[config.mk]
export PLATFORM = sky130hd
export DESIGN_NAME = line_fill_memory
export DESIGN_NICKNAME = d
export VERILOG_FILES = /design/src/rtl/line_fill_memory.sv
export SDC_FILE = /design/constraint.sdc
export NUM_CORES = 2
export LEC_CHECK = 0
export ABC_AREA = 1
export BUFFER_PORTS_ARGS = -buffer_cell sky130_fd_sc_hd__buf_2
export CAP_MARGIN = 0
export CORE_UTILIZATION = 23
export DETAILED_ROUTE_END_ITERATION = 6
export PLACE_DENSITY = 0.39
export SYNTH_ARGS = -nofsm -noshare
export SYNTH_HDL_FRONTEND = slang
export SYNTH_SLANG_ARGS = --single-unit
[constraint.sdc]
create_clock -name clk -period 5.3 [get_ports clk]
set_input_delay 1.59 -clock clk [delete_from_list [all_inputs] [get_ports clk]]
set_output_delay 1.59 -clock clk [all_outputs]
set_load 0.1 [all_outputs]
[src/rtl/line_fill_memory.sv]
// line_fill_memory
//   Backing main memory for the 2-way set-associative cache and the cache's
//   fill source. A line request waits LATENCY cycles and then reads the four
//   words of the line, one per cycle. It returns them as one packed line with
//   a single-cycle rvalid pulse. A word-write port preloads and updates the
//   memory contents in any state, including while a fill is in progress.
//
// Ports
//   clk       in   1         rising-edge clock
//   rst_n     in   1         asynchronous, active-low reset
//   req       in   1         fill request, sampled only while busy==0
//   req_addr  in   ADDR_W    requested address; bits [1:0] ignored
//   busy      out  1         fill in progress (WAIT/READ); new req ignored
//   rvalid    out  1         one-cycle pulse; rdata holds a complete line
//   rdata     out  4*WORD_W  filled line; word0 in the top slot
//   wr_en     in   1         word write strobe
//   wr_addr   in   ADDR_W    word address for write
//   wr_data   in   WORD_W    write data
module line_fill_memory #(
  parameter int ADDR_W  = 6,
  parameter int WORD_W  = 32,
  parameter int LATENCY = 3    // legal range 1..15
) (
  input  logic                  clk,
  input  logic                  rst_n,
  input  logic                  req,
  input  logic [ADDR_W-1:0]     req_addr,
  output logic                  busy,
  output logic                  rvalid,
  output logic [4*WORD_W-1:0]   rdata,
  input  logic                  wr_en,
  input  logic [ADDR_W-1:0]     wr_addr,
  input  logic [WORD_W-1:0]     wr_data
);

  localparam int LINE_W = ADDR_W - 2;
  localparam int DEPTH  = 1 << ADDR_W;

  localparam logic [1:0] S_IDLE = 2'd0;
  localparam logic [1:0] S_WAIT = 2'd1;
  localparam logic [1:0] S_READ = 2'd2;
  localparam logic [1:0] S_DONE = 2'd3;

  logic [1:0]          state_q, state_d;
  logic [LINE_W-1:0]   line_q,  line_d;
  logic [1:0]          widx_q,  widx_d;
  logic [3:0]          cnt_q,   cnt_d;
  logic [4*WORD_W-1:0] rdata_q, rdata_d;

  logic [WORD_W-1:0]   mem_q [DEPTH];
  logic [WORD_W-1:0]   rd_word;

  // The low address bits only select a word within the line; a fill always
  // returns the whole aligned line.
  logic unused_req_lsbs;
  assign unused_req_lsbs = ^req_addr[1:0];

  // The memory clears on reset, so it is built from flops rather than a RAM
  // macro. A write and a read of one word on the same edge return the old
  // word, because both take effect only after the edge.
  always_ff @(posedge clk or negedge rst_n) begin
    if (!rst_n) begin
      for (int i = 0; i < DEPTH; i++) begin
        mem_q[i] <= '0;
      end
    end else if (wr_en) begin
      mem_q[wr_addr] <= wr_data;
    end
  end

  assign rd_word = mem_q[{line_q, widx_q}];

  always_comb begin
    state_d = state_q;
    line_d  = line_q;
    widx_d  = widx_q;
    cnt_d   = cnt_q;
    rdata_d = rdata_q;

    case (state_q)
      S_IDLE: begin
        if (req) begin
          line_d  = req_addr[ADDR_W-1:2];
          cnt_d   = 4'(LATENCY - 1);
          state_d = S_WAIT;
        end
      end

      // The counter starts at LATENCY-1, so WAIT lasts exactly LATENCY cycles.
      S_WAIT: begin
        if (cnt_q == 4'd0) begin
          widx_d  = 2'd0;
          state_d = S_READ;
        end else begin
          cnt_d = cnt_q - 4'd1;
        end
      end

      // Word 0 lands in the top slot and word 3 in the bottom slot.
      S_READ: begin
        case (widx_q)
          2'd0:    rdata_d[4*WORD_W-1 -: WORD_W] = rd_word;
          2'd1:    rdata_d[3*WORD_W-1 -: WORD_W] = rd_word;
          2'd2:    rdata_d[2*WORD_W-1 -: WORD_W] = rd_word;
          default: rdata_d[WORD_W-1:0]           = rd_word;
        endcase
        widx_d = widx_q + 2'd1;
        if (widx_q == 2'd3) begin
          state_d = S_DONE;
        end
      end

      // A request held through DONE starts the next fill immediately.
      default: begin
        if (req) begin
          line_d  = req_addr[ADDR_W-1:2];
          cnt_d   = 4'(LATENCY - 1);
          state_d = S_WAIT;
        end else begin
          state_d = S_IDLE;
        end
      end
    endcase
  end

  always_ff @(posedge clk or negedge rst_n) begin
    if (!rst_n) begin
      state_q <= S_IDLE;
      line_q  <= '0;
      widx_q  <= '0;
      cnt_q   <= '0;
      rdata_q <= '0;
    end else begin
      state_q <= state_d;
      line_q  <= line_d;
      widx_q  <= widx_d;
      cnt_q   <= cnt_d;
      rdata_q <= rdata_d;
    end
  end

  assign busy   = (state_q == S_WAIT) || (state_q == S_READ);
  assign rvalid = (state_q == S_DONE);
  assign rdata  = rdata_q;

endmodule

==> results.ini <==
[outcome]
status = completed

[worst_setup_path]
crit_path_end_kind = primary output
required_ps = 3710
start_kind = flip-flop
path_max_fanout = 3
critical-path-top-delay-family = buffers and inverters
max_stage_delay_ps = 430
crit_arrival_ps = 2100
cp_slowest_cell = buf_2
path_cells = inv_1, ha_1, buf_2
timing_worst_setup_path_type = flip-flop to primary output
worst-path-buf-inv = 2

[route]
met2_length_um = 172000
drt_wl_total_um = 383000
drt_iter0_drc = 7178
drt-met1-wl_um = 183000
top_layer = met4
wl_met3_um = 18000
wl_per_cell_um = 21.9
detail-route-antenna-nets = 0
dr.pass1.iters = 5
remaining_drc_errors = 0
vias = 80811
viasPerCell = 4.63

[clocking]
cts.sinks = 2188
numCtsBuffers = 271
cts_setup_buffers = 0
cts-hold-fix-buffers = 0
cts_tree = done
clockRootBuffer = clkbuf_16
cts_resized = 0
clockBufferDepth = 4
h-tree-depth = 5
path_clk_slew_ps = 60
clk_latency_ps = 900

[sta]
min_period_ps = 3690
report.final.slew_viol_count = 0
skew_ps = 37.8
relSlewSlack = 0.231
final-hold-violation-count = 0
worst_slack_ps = 1610
setup_viol = 0
period_share = 0.697
rsz0062_at_grt = no
fmax_mhz = 271
fin_setup_tns_ps = 0
whs_ps = 469
worstMarginPinSlew_ps = 1150

[yosys]
synth_area_per_cell_um2 = 8.14
synth_area_leader_cell = dfrtp_1
synth_area_leaders = dfrtp_1, nand2_1, nand3_1
seq_area_frac_synth = 0.562
synthesis.area_um2 = 97400
netlist.area_leader.share = 0.562
yosys.cell_types.count = 28
syn_nets = 12018
synth_async_sr_flop_share = 1.00
synthCells = 11961
ys_seq_elements = 2188
synth_edf_count = 0
ys.flop_type = dfrtp_1
synth_warnings = 0

[floorplan]
fp.dieArea_um2 = 426000
die_h_um = 653
rows = 238
ios = 178
start_util = 0.231
dieWidth_um = 653
fp.coreArea_um2 = 421000

[placement]
dp_hpwl_um = 213000
gp_congestion = 0.742
place_inst = 16986
dp_slack_ps = 1070
placed_area_um2 = 104000
portBuffers = 175

[power_and_ir_drop]
leakage_nw = 50.6
p_per_area_nw_per_um2 = 522
peakVddDrop_v = 0.000512

[finish]
finalNonFillerCells = 17461
nets = 11676
drive_above_1_share = 0.0792
areaGrowthSynthToFinish_pct = 15.4
stdcell_area_um2 = 112000

[global_routing]
grt_util_all_layers = 0.177
grt_pass1_wl_um = 567000
antenna_found_initial = 20
grt_max_degree = 151
gr-total-overflow = 0
first_global_vias = 80043

[run]
drv_cap = 0

[min_path]
hold_path_class = flip-flop to flip-flop

-- synth_stat cells (2+ instances only) --
master,count
a21oi_1,7
buf_1,94
buf_2,205
buf_4,13
clkbuf_1,739
clkinv_1,33
dfrtp_1,2188
ha_1,9
inv_1,20
inv_2,3
nand2_1,4402
nand2_2,56
nand2_4,8
nand3_1,2098
nor2_1,7
nor2_2,4
nor2_4,2
nor3_4,9
o21ai_0,1901
o21ai_1,155
-- registers in the layout (all words and copies together) (netlist names) --
name / cells
rdata: 128
widx_q: 2
cnt_q: 4
mem_q: 2048
line_q: 4
state_q: 2
-- where the power goes --
| group | internal, mW | switching [mW] | total (mW) |
|---|---|---|---|
| Clock | 10.5 | 7.53 | 18.1 |
| Combinational | 4.45 | 15.4 | 19.9 |
| Sequential | 19.2 | 1.55 | 20.7 |
-- layer usage --
metal | up-vias | GRT usage
met5 | - | 0
met1 | 39994 | 0.248
met3 | 433 | 0.0287
met4 | 0 | 0.0424
li1 | 38765 | -
met2 | 1619 | 0.284
-- through the flow --
stage | power (mW) | utilization
floorplan | 33.0 | -
global placement | 40.9 | 0.247
detailed placement | 41.0 | 0.247
CTS | 59.4 | 0.267
global route | 61.9 | 0.267
finish | 58.7 | 0.267
-- placed cells by master, fill, tap and decap left out, drive strengths merged --
cell type  count
or2            2
nor2          13
inv           65
o2bb2ai        1
buf          436
o21ai       2056
clkinv        23
nor3          11
diode         14
ha             9
o311ai         1
nand2       4466
nand3       2098
dfrtp       2188
clkbuf       428
bufinv         2
a21oi          7
xor2           1
-- kinds of logic after synthesis --
group	after synthesis	synth area share
AND/OR/NAND/NOR	6590	0.285
flip-flops	2188	0.562
AO/OA/AOI/OAI	2065	0.106
buffers and inverters	1108	0.0459
adder cells (fa/ha/maj)	9	0.00116
XOR/XNOR	1	0.0000899
-- worst register-to-register path, delay by kind of cell (launching register included) --
kind / cells / cell delay [ps]
simple gates: 8 / 1730
buf+inv: 3 / 1230
flops: 1 / 660
-- worst paths after layout --
path / startpoint / endpoint / slack [ps] / depth (start not counted)
worst max-delay path: state_q[0]$_DFFE_PN0P_ / busy / 1610 / 3
worst min-delay path: cnt_q[3]$_DFFE_PN0P_ / cnt_q[3]$_DFFE_PN0P_ / 470 / 1
worst max register to register: widx_q[0]$_DFFE_PN0P_ / rdata[72]$_DFFE_PN0P_ / 1620 / 11
worst min register to register: cnt_q[3]$_DFFE_PN0P_ / cnt_q[3]$_DFFE_PN0P_ / 470 / 1
max in group asynchronous: rst_n / line_q[1]$_DFFE_PN0P_ / 3150 / 2
min in group asynchronous: rst_n / mem_q[1250]$_DFFE_PN0P_ / 690 / 1
-- layout make-up --
| class | count | area [µm²] |
|---|---|---|
| Tap cell | 5640 | 7060 |
| Clock buffer | 428 | 8090 |
| Timing Repair Buffer | 436 | 3510 |
| Antenna cell | 14 | 35.0 |
| Sequential cell | 2188 | 54800 |
| Fill cell | 46033 | 308000 |
| Clock inverter | 33 | 290 |
| Multi-Input combinational cell | 8665 | 38400 |
| Inverter | 57 | 249 |
Power figures use the tool's default switching activity.
